### config.mk
export PLATFORM = sky130hd
export DESIGN_NAME = ide_pio_sequencer
export DESIGN_NICKNAME = d
export VERILOG_FILES = /design/src/rtl/ide_pio_sequencer.sv
export SDC_FILE = /design/constraint.sdc
export NUM_CORES = 1
export LEC_CHECK = 0
export ABC_AREA = 1
export BUFFER_PORTS_ARGS = -buffer_cell sky130_fd_sc_hd__buf_2
export CAP_MARGIN = 20
export CORE_MARGIN = 8
export CORE_UTILIZATION = 50
export DETAILED_ROUTE_END_ITERATION = 10
export PLACE_DENSITY = 0.76
export SYNTH_ARGS = -nofsm -noshare
export SYNTH_HDL_FRONTEND = slang
export SYNTH_SLANG_ARGS = --single-unit
### constraint.sdc
create_clock -name cpuclk7 -period 1.4 [get_ports cpuclk7]
set_clock_uncertainty 0.05 [all_clocks]
set_input_delay 0.28 -clock cpuclk7 [delete_from_list [all_inputs] [get_ports cpuclk7]]
set_output_delay 0.28 -clock cpuclk7 [all_outputs]
set_load 0.02 [all_outputs]
### src/rtl/ide_pio_sequencer.sv
`default_nettype none
// ============================================================================
// Module      : ide_pio_sequencer
// Description : ATA PIO strobe sequencer between the 68000 bus decode and the
//               IDE drive. Generates nior/niow with programmable setup,
//               active and recovery phases, stretches the strobe on IORDY
//               with a timeout, and returns DTACK plus a read-data latch
//               enable to the bus-side data path.
// Revision    : 1.0 - initial release
// ============================================================================
module ide_pio_sequencer #(
    parameter int unsigned SETUP_CYC   = 1,
    parameter int unsigned ACTIVE_CYC  = 2,
    parameter int unsigned RECOVER_CYC = 2,
    parameter bit          IORDY_EN    = 1'b1,
    parameter int unsigned TIMEOUT_CYC = 64,
    parameter int unsigned CNT_W       = 7
) (
    input  logic cpuclk7,
    input  logic reset,
    input  logic nas,
    input  logic r_w,
    input  logic ide_sel,
    input  logic iordy,
    input  logic clr_timeout,
    output logic nior,
    output logic niow,
    output logic dtack,
    output logic data_le,
    output logic wr_oe,
    output logic busy,
    output logic timeout
);

    // Phase lengths expressed as "last cycle" counter values.
    localparam logic [CNT_W-1:0] c_SETUP_LAST   = CNT_W'(SETUP_CYC - 1);
    localparam logic [CNT_W-1:0] c_ACTIVE_LAST  = CNT_W'(ACTIVE_CYC - 1);
    localparam logic [CNT_W-1:0] c_RECOVER_LAST = CNT_W'(RECOVER_CYC - 1);
    localparam logic [CNT_W-1:0] c_TIMEOUT_LAST = CNT_W'(TIMEOUT_CYC - 1);
    localparam logic [CNT_W-1:0] c_CNT_MAX      = {CNT_W{1'b1}};

    typedef enum logic [2:0] {
        ST_IDLE    = 3'd0,
        ST_SETUP   = 3'd1,
        ST_ACTIVE  = 3'd2,
        ST_WAIT    = 3'd3,
        ST_HOLD    = 3'd4,
        ST_RECOVER = 3'd5
    } state_t;

    state_t           r_state;
    state_t           w_state_nxt;
    logic [CNT_W-1:0] r_cnt;
    logic [CNT_W-1:0] w_cnt_nxt;
    logic             r_dir;        // 1: read, 0: write
    logic             w_dir_nxt;
    logic             r_nas_q;
    logic             r_iordy_meta;
    logic             r_iordy_s;
    logic             r_timeout;
    logic             w_set_timeout;

    // Register the address strobe once; all access decisions use this copy.
    always_ff @(posedge cpuclk7 or posedge reset) begin
        if (reset) begin
            r_nas_q <= 1'b1;
        end else begin
            r_nas_q <= nas;
        end
    end

    // Two-flop synchroniser for the asynchronous drive IORDY line.
    always_ff @(posedge cpuclk7 or posedge reset) begin
        if (reset) begin
            r_iordy_meta <= 1'b1;
            r_iordy_s    <= 1'b1;
        end else begin
            r_iordy_meta <= iordy;
            r_iordy_s    <= r_iordy_meta;
        end
    end

    // State, phase counter and captured direction.
    always_ff @(posedge cpuclk7 or posedge reset) begin
        if (reset) begin
            r_state <= ST_IDLE;
            r_cnt   <= '0;
            r_dir   <= 1'b0;
        end else begin
            r_state <= w_state_nxt;
            r_cnt   <= w_cnt_nxt;
            r_dir   <= w_dir_nxt;
        end
    end

    // Sticky timeout flag; a new timeout beats a simultaneous clear.
    always_ff @(posedge cpuclk7 or posedge reset) begin
        if (reset) begin
            r_timeout <= 1'b0;
        end else if (w_set_timeout) begin
            r_timeout <= 1'b1;
        end else if (clr_timeout) begin
            r_timeout <= 1'b0;
        end
    end

    assign timeout = r_timeout;

    // Next-state and output decode; outputs depend only on registered state.
    always_comb begin
        w_state_nxt   = r_state;
        w_cnt_nxt     = (r_cnt == c_CNT_MAX) ? r_cnt : r_cnt + 1'b1;
        w_dir_nxt     = r_dir;
        w_set_timeout = 1'b0;
        nior          = 1'b1;
        niow          = 1'b1;
        dtack         = 1'b0;
        data_le       = 1'b0;
        wr_oe         = 1'b0;
        busy          = 1'b1;

        case (r_state)
            ST_IDLE: begin
                busy      = 1'b0;
                w_cnt_nxt = '0;
                if (!r_nas_q && ide_sel) begin
                    w_state_nxt = ST_SETUP;
                    w_dir_nxt   = r_w;
                end
            end

            ST_SETUP: begin
                wr_oe = !r_dir;
                if (r_nas_q) begin
                    w_state_nxt = ST_IDLE;
                    w_cnt_nxt   = '0;
                end else if (r_cnt == c_SETUP_LAST) begin
                    w_state_nxt = ST_ACTIVE;
                    w_cnt_nxt   = '0;
                end
            end

            ST_ACTIVE: begin
                nior  = !r_dir;
                niow  = r_dir;
                wr_oe = !r_dir;
                if (r_nas_q) begin
                    // Aborted bus cycle: drop the strobe, no data, no DTACK.
                    w_state_nxt = ST_RECOVER;
                    w_cnt_nxt   = '0;
                end else if (r_cnt == c_ACTIVE_LAST) begin
                    w_cnt_nxt = '0;
                    if (r_iordy_s || !IORDY_EN) begin
                        w_state_nxt = ST_HOLD;
                        data_le     = r_dir;
                    end else begin
                        w_state_nxt = ST_WAIT;
                    end
                end
            end

            ST_WAIT: begin
                nior  = !r_dir;
                niow  = r_dir;
                wr_oe = !r_dir;
                if (r_nas_q) begin
                    w_state_nxt = ST_RECOVER;
                    w_cnt_nxt   = '0;
                end else if (r_iordy_s) begin
                    w_state_nxt = ST_HOLD;
                    w_cnt_nxt   = '0;
                    data_le     = r_dir;
                end else if (r_cnt == c_TIMEOUT_LAST) begin
                    // Drive never became ready: complete the access anyway.
                    w_state_nxt   = ST_HOLD;
                    w_cnt_nxt     = '0;
                    w_set_timeout = 1'b1;
                    data_le       = r_dir;
                end
            end

            ST_HOLD: begin
                dtack = 1'b1;
                wr_oe = !r_dir;
                if (r_nas_q) begin
                    w_state_nxt = ST_RECOVER;
                    w_cnt_nxt   = '0;
                end
            end

            ST_RECOVER: begin
                if (r_cnt == c_RECOVER_LAST) begin
                    w_state_nxt = ST_IDLE;
                    w_cnt_nxt   = '0;
                end
            end

            default: begin
                w_state_nxt = ST_IDLE;
                w_cnt_nxt   = '0;
            end
        endcase
    end

endmodule
`default_nettype wire

==> summary.md, run 1 <==
| Metric | Value |
|---|---|
| CTS tree | built |
| Vias | between 1000 and 1500 |
| Worst path cell trace | inv_2, ha_4, nand3_2, nor2_2, nand4_1, a21oi_2, buf_6 |
| Total Wirelength | 3230 um |
| Most frequent cells in the layout | buf_4, inv_1, nand2_1 |
| PD cells | approximately 1400 nW/um^2 |
| Unrepaired setup endpoints after global routing | true |
| Number of flops mapped to enable cells by yosys | 0 |
| Inserted Clock Buffers | 3 |
| Die width | 60.8 um |
| FF+latch count, synth | 15 |
| IO Count | 14 |
| Max incr delay on CP | 0.43 ns |
| Hold WC Path Type | input pin to flop |
| Synth cell types | 23 |
| Leak Pwr | 0.817 nW |
| Total gr overflow | 0 |
| Share of layout cells above drive strength 1 | 0.555 |
| Final setup viols | 17 |
| Chip height | 60.8 um |
| Synth top area cells | dfrtp_1, inv_1, dfstp_2, nand2_1, nand3_1 |
| Peak VDD IR | 1290 uV |
| Startpoint Class | flop |
| Initial antenna violation count | 0 |
| Status | complete, but fails checks |
| Post-Route Setup TNS | -4.55 ns |
| Max_cap viols | 0 |
| Rows | 16 |
| Hold Vio Cnt, Final | 0 |
| Area occupied by multi-input gates | about 650 sq um |
| Global-route wire length before repair | 4840 um |
| Req. time, crit path | 1.07 ns |
| Post-DP Area | 1330 sq um |
| H-tree Lvls | 1 |
| Die ar. | 3690 sq um |
| Achievable Freq | 519 MHz |
| Final clock period utilization by the worst path | 1.38 |
| CTS Sinks | 15 |
| Post-synthesis cell area | between 1000 and 1500 sq um |
| Vias in the first global route | ~1200 |
| Ant. Diodes | 0 |
| Crit path from | r_cnt[1] |
| CP endpoint kind | primary output |
| Final HPWL DP | between 2000 and 2500 um |
| Synth area leader | dfrtp_1 |
| Global-route usage over all layers | 0.179 |
| Reg-to-reg critical path startpoint | r_cnt[0] |
| Kind of critical path | flop to primary output |
| Syn nets | 145 |
| Total power | 2.33 mW |
| Final slew viol count | 0 |
| 1st-iter DRT viols | 50 |
| Nets@finish | 203 |
| Antenna Violating Nets Remaining | 0 |
| Arrival @ worst endpoint | about 1.6 ns |
| Top-area cell type share of the netlist area | 0.300 |
| Least-Margin Pin Slew | about 0.36 ns |
| Clock root buffer | clkbuf_4 |
| Final cell count without fillers | 218 |
| Drt via density | approximately 5.3 |
| Slew headroom | 0.757 |
| DR pass1 iterations | 4 |
| Met2 Use GR | 0.314 |
| Wire per inst | 14.8 um |
| Post-synth ARST share | 1.00 |
| GPL Wtd Cong | 0.897 |
| Worst skew pair latency | 0.29 ns |
| Pin count of the biggest net entering global routing | 16 |
| Clk pin slew, worst setup/hold paths | 0.10 ns |
| Fillers | 117 |
| Inst Count DP | 199 |
| Worst-path fanout max | 3 |
| Final Critical Period | 1.93 ns |
| Most common cell after layout, fill and taps aside | buf_4 |
| Drc violations | 0 |
| Storage element area | between 300 and 400 sq um |
| Post-route design area | roughly 1600 sq um |
| Synth Flop Type | dfrtp_1 |
| Post-synthesis sequential area ratio | 0.378 |
| Syn Inst Count | approximately 130 |
| Setup ws final | -0.528 ns |
| Syn Area/Cell | 7.48 sq um |
| CTS max path bufs | 2 |
| Grt peak-use layer | met2 |
| GRT met3 Usage | 0.0424 |
| Slowest-stage cell, CP | dfrtp_1 |
| Met1 GRT Util | 0.186 |
| HP Start | nas |
| Ys Warns | 0 |
| Core area | 1920 sq um |
| # port buffers | 13 |
| Violated checks | setup timing |
| Starting Density | 0.521 |
| Area Overhead vs Synth | 62.4% |
-- routing by layer --
| layer | vias to the layer above | part of all wire |
|---|---|---|
| met1 | 524 | 0.38 |
| li1 | 541 | - |
| met3 | 18 | 0.066 |
| met4 | 0 | 0.051 |
| met5 | - | 0 |
| met2 | 62 | 0.50 |
-- report_power, final --
| part | internal, mW | switching (mW) | total, mW |
|---|---|---|---|
| registers | 0.505 | 0.0995 | 0.604 |
| clock network | 0.107 | 0.154 | 0.261 |
| logic | 0.675 | 0.785 | 1.46 |
-- cell families after synthesis --
group                    after synthesis  synth area share
XOR/XNOR                               2            0.0175
AO/OA/AOI/OAI                         14            0.0799
adder cells (fa/ha/maj)                4            0.0499
buffers and inverters                 27             0.105
flip-flops                            15             0.378
AND/OR/NAND/NOR                       72             0.370
-- timing repair --
item,CTS,global route
setup endpoints to repair,16,17
pin swaps,14,11
buffers inserted,9,6
hold buffers,1,1
hold endpoints to repair,12,1
resized for setup,31,13
-- sequential cells by signal, indices dropped and copies added (netlist names) --
signal,count
r_nas_q,1
r_dir,1
timeout,1
r_state,3
r_cnt,7
r_iordy_s,1
r_iordy_meta,1
-- cells in the mapped netlist (2+ instances only) --
library cell / number
nand2_2: 3
inv_1: 22
nand4_1: 6
nor2_4: 3
dfstp_2: 3
nor2_2: 9
dfrtp_1: 12
inv_2: 4
o21ai_0: 5
a21oi_1: 5
nor2_1: 14
xor2_1: 2
nand3_1: 14
nand2_1: 20
ha_1: 4
-- critical path, delay by kind of cell (launching register included) --
family / cells / cell delay, ns
flops: 1 / 0.43
compound gates: 1 / 0.20
fa+ha+maj: 1 / 0.13
buf+inv: 2 / 0.24
simple gates: 3 / 0.29
-- final cells by class --
type                            count  share of cell area
Clock inverter                      1             0.00307
Clock buffer                        3              0.0138
Timing Repair Buffer               54               0.267
Multi-Input combinational cell     92               0.401
Sequential cell                    15               0.234
Tap cell                           27              0.0208
Inverter                           26              0.0600
-- final timing paths --
path,end,cells after the start,slack (ns)
worst max-delay path,data_le,7,-0.53
worst min-delay path,r_nas_q,1,0.02
worst max register to register,r_state[1],10,-0.34
worst min register to register,r_iordy_s,0,0.31
max in group asynchronous,r_iordy_meta,4,0.59
min in group asynchronous,r_state[0],4,0.47
-- per-stage QoR --
step	util	hold WS (ns)	worst slack, ns
after global placement	0.694	0.235	-0.127
after global routing	0.847	0.00720	-0.595
after CTS	0.804	0.0227	-0.495
after floorplan	-	0.129	-0.0836
final	0.847	0.0206	-0.528
after detailed placement	0.694	0.241	-0.222
Note: power is estimated with default switching activity, not from simulation.
==> run 2: changes to the inputs <==
--- a/config.mk
+++ b/config.mk
@@ -9,9 +9,9 @@
 export BUFFER_PORTS_ARGS = -buffer_cell sky130_fd_sc_hd__buf_2
 export CAP_MARGIN = 20
 export CORE_MARGIN = 8
-export CORE_UTILIZATION = 50
+export CORE_UTILIZATION = 55
 export DETAILED_ROUTE_END_ITERATION = 10
-export PLACE_DENSITY = 0.76
+export PLACE_DENSITY = 0.79
 export SYNTH_ARGS = -nofsm -noshare
 export SYNTH_HDL_FRONTEND = slang
 export SYNTH_SLANG_ARGS = --single-unit
==> constraint.sdc (replaced) <==
create_clock -name cpuclk7 -period 1.81 [get_ports cpuclk7]
set_clock_uncertainty 0.05 [all_clocks]
set_input_delay 0.362 -clock cpuclk7 [delete_from_list [all_inputs] [get_ports cpuclk7]]
set_output_delay 0.362 -clock cpuclk7 [all_outputs]
set_load 0.02 [all_outputs]
==> summary.md, run 2 (synthesis results as in run 1) <==
| Metric | Value |
|---|---|
| Req. time, crit path | 1.40 ns |
| Die width | 58.7 um |
| Max incr delay on CP | 0.41 ns |
| Reg-to-reg critical path startpoint | r_cnt[1] |
| Total Wirelength | 2720 um |
| Rows | 15 |
| Leak Pwr | 0.652 nW |
| Area Overhead vs Synth | 36.1% |
| CTS Sinks | 15 |
| Least-Margin Pin Slew | 0.570 ns |
| Wire per inst | approximately 14 um |
| Antenna Violating Nets Remaining | 0 |
| Inst Count DP | roughly 170 |
| Setup ws final | -0.214 ns |
| Starting Density | 0.580 |
| Final cell count without fillers | 189 |
| Vias in the first global route | 966 |
| IO Count | 14 |
| Top flop regs | r_cnt (7), r_state (3) |
| Largest Register | r_cnt |
| CTS tree | built |
| Status | complete, but fails checks |
| Core area | approximately 1700 sq um |
| H-tree Lvls | 1 |
| Final core utilization | 0.790 |
| Final setup viols | 10 |
| Final HPWL DP | 1620 um |
| Peak VDD IR | 709 uV |
| DR pass1 iterations | 4 |
| Post-route design area | 1360 sq um |
| Reg2reg end | r_state[0] |
| Drc violations | 0 |
| Post-DP Area | 1110 sq um |
| Inserted Clock Buffers | 3 |
| Setup slack, reg-to-reg | -0.13 ns |
| Hold WC Path Type | input pin to asynchronous set/reset pin |
| Hold Vio Cnt, Final | 0 |
| Fillers | 130 |
| Storage element area | 383 sq um |
| Chip height | approximately 59 um |
| 1st-iter DRT viols | 28 |
| Violated checks | setup timing |
| Worst-path fanout max | 3 |
| Final Critical Period | 2.02 ns |
| PD cells | 1110 nW/um^2 |
| Nets@finish | between 150 and 200 |
| Most frequent cells in the layout | nand2_1, inv_1, buf_4 |
| Area occupied by multi-input gates | 648 sq um |
| Share of layout cells above drive strength 1 | 0.476 |
| Total gr overflow | 0 |
| Clk pin slew, worst setup/hold paths | approximately 0.090 ns |
| Ant. Diodes | 0 |
| Startpoint Class | flop |
| Global-route usage over all layers | 0.146 |
| Arrival @ worst endpoint | 1.61 ns |
| Global-route wire length before repair | 4020 um |
| Worst path cell trace | inv_2, ha_4, nand3_1, nor2_2, nand4_1, a21oi_2, buf_4 |
| Crit path from | r_cnt[1] |
| Achievable Freq | 494 MHz |
| # hold bufs at CTS | 0 |
| Final clock period utilization by the worst path | 1.12 |
| Post-Route Setup TNS | -0.831 ns |
| Clock root buffer | clkbuf_4 |
| Drt via density | 5.54 |
| Slowest-stage cell, CP | dfrtp_1 |
| # port buffers | 13 |
| Unrepaired setup endpoints after global routing | true |
| Worst skew pair latency | 0.28 ns |
| Pin count of the biggest net entering global routing | 16 |
| Slew headroom | 0.620 |
| Most common cell after layout, fill and taps aside | nand2_1 |
| Worst slack, placed | 0.0764 ns |
| Final slew viol count | 0 |
| R2r worst-path depth | 14 |
| Initial antenna violation count | 0 |
| Max_cap viols | 0 |
| Kind of critical path | flop to primary output |
| Vias | 1047 |
| CP endpoint kind | primary output |
| Die ar. | 3440 sq um |
| Max reg flops | 7 |
| GPL Wtd Cong | between 0.8 and 0.9 |
| CTS max path bufs | 2 |
==> run 2: routing by layer <==
layer  global-route usage  vias up  share of wire
met5                    0        -              0
li1                     -      494              -
met1                0.183      483           0.44
met3               0.0413        7          0.082
met4               0.0444        0          0.015
met2                0.238       63           0.47
==> run 2: power breakdown <==
part / internal, mW / switching, mW
clock: 0.0821 / 0.113
sequential: 0.393 / 0.0903
combinational: 0.310 / 0.519
total: 0.785 / 0.722
==> run 2: per-stage QoR <==
step	power [mW]	hold WS (ns)
final	1.51	0.0650
after global routing	1.60	0.0994
after CTS	1.32	0.0734
after detailed placement	1.06	0.301
after global placement	1.04	0.295
after floorplan	0.928	0.211
==> run 2: final cells by class <==
| class | instances | share of cell area |
|---|---|---|
| clock buffer | 3 | 0.0165 |
| clock inverter | 1 | 0.00367 |
| inverter | 26 | 0.0716 |
| multi-input combinational | 92 | 0.475 |
| sequential | 15 | 0.281 |
| tap | 25 | 0.0229 |
| timing repair buffer | 27 | 0.129 |
==> run 2: worst max path at each step <==
stage | to | slack (ns)
6_report | data_le | -0.21
2_1_floorplan | data_le | 0.09
4_1_cts | data_le | -0.16
5_1_grt | data_le | -0.30
3_5_place_dp | data_le | 0.08
3_3_place_gp | data_le | 0.17
==> run 2: critical path, delay by kind of cell, from the launching register on <==
kind                       cells  cell delay [ns]
adders and majority gates      1             0.13
buffers and inverters          2             0.25
and+or+nand+nor                3             0.37
AOI/OAI and AO/OA              1             0.16
DFF                            1             0.41
==> run 2: what timing repair did <==
action | in CTS | in global routing
resized for setup | 11 | 26
setup endpoints to repair | 3 | 14
hold endpoints to repair | 0 | 0
buffers inserted | 8 | 4
pin swaps | 6 | 5
cloned | 0 | 0
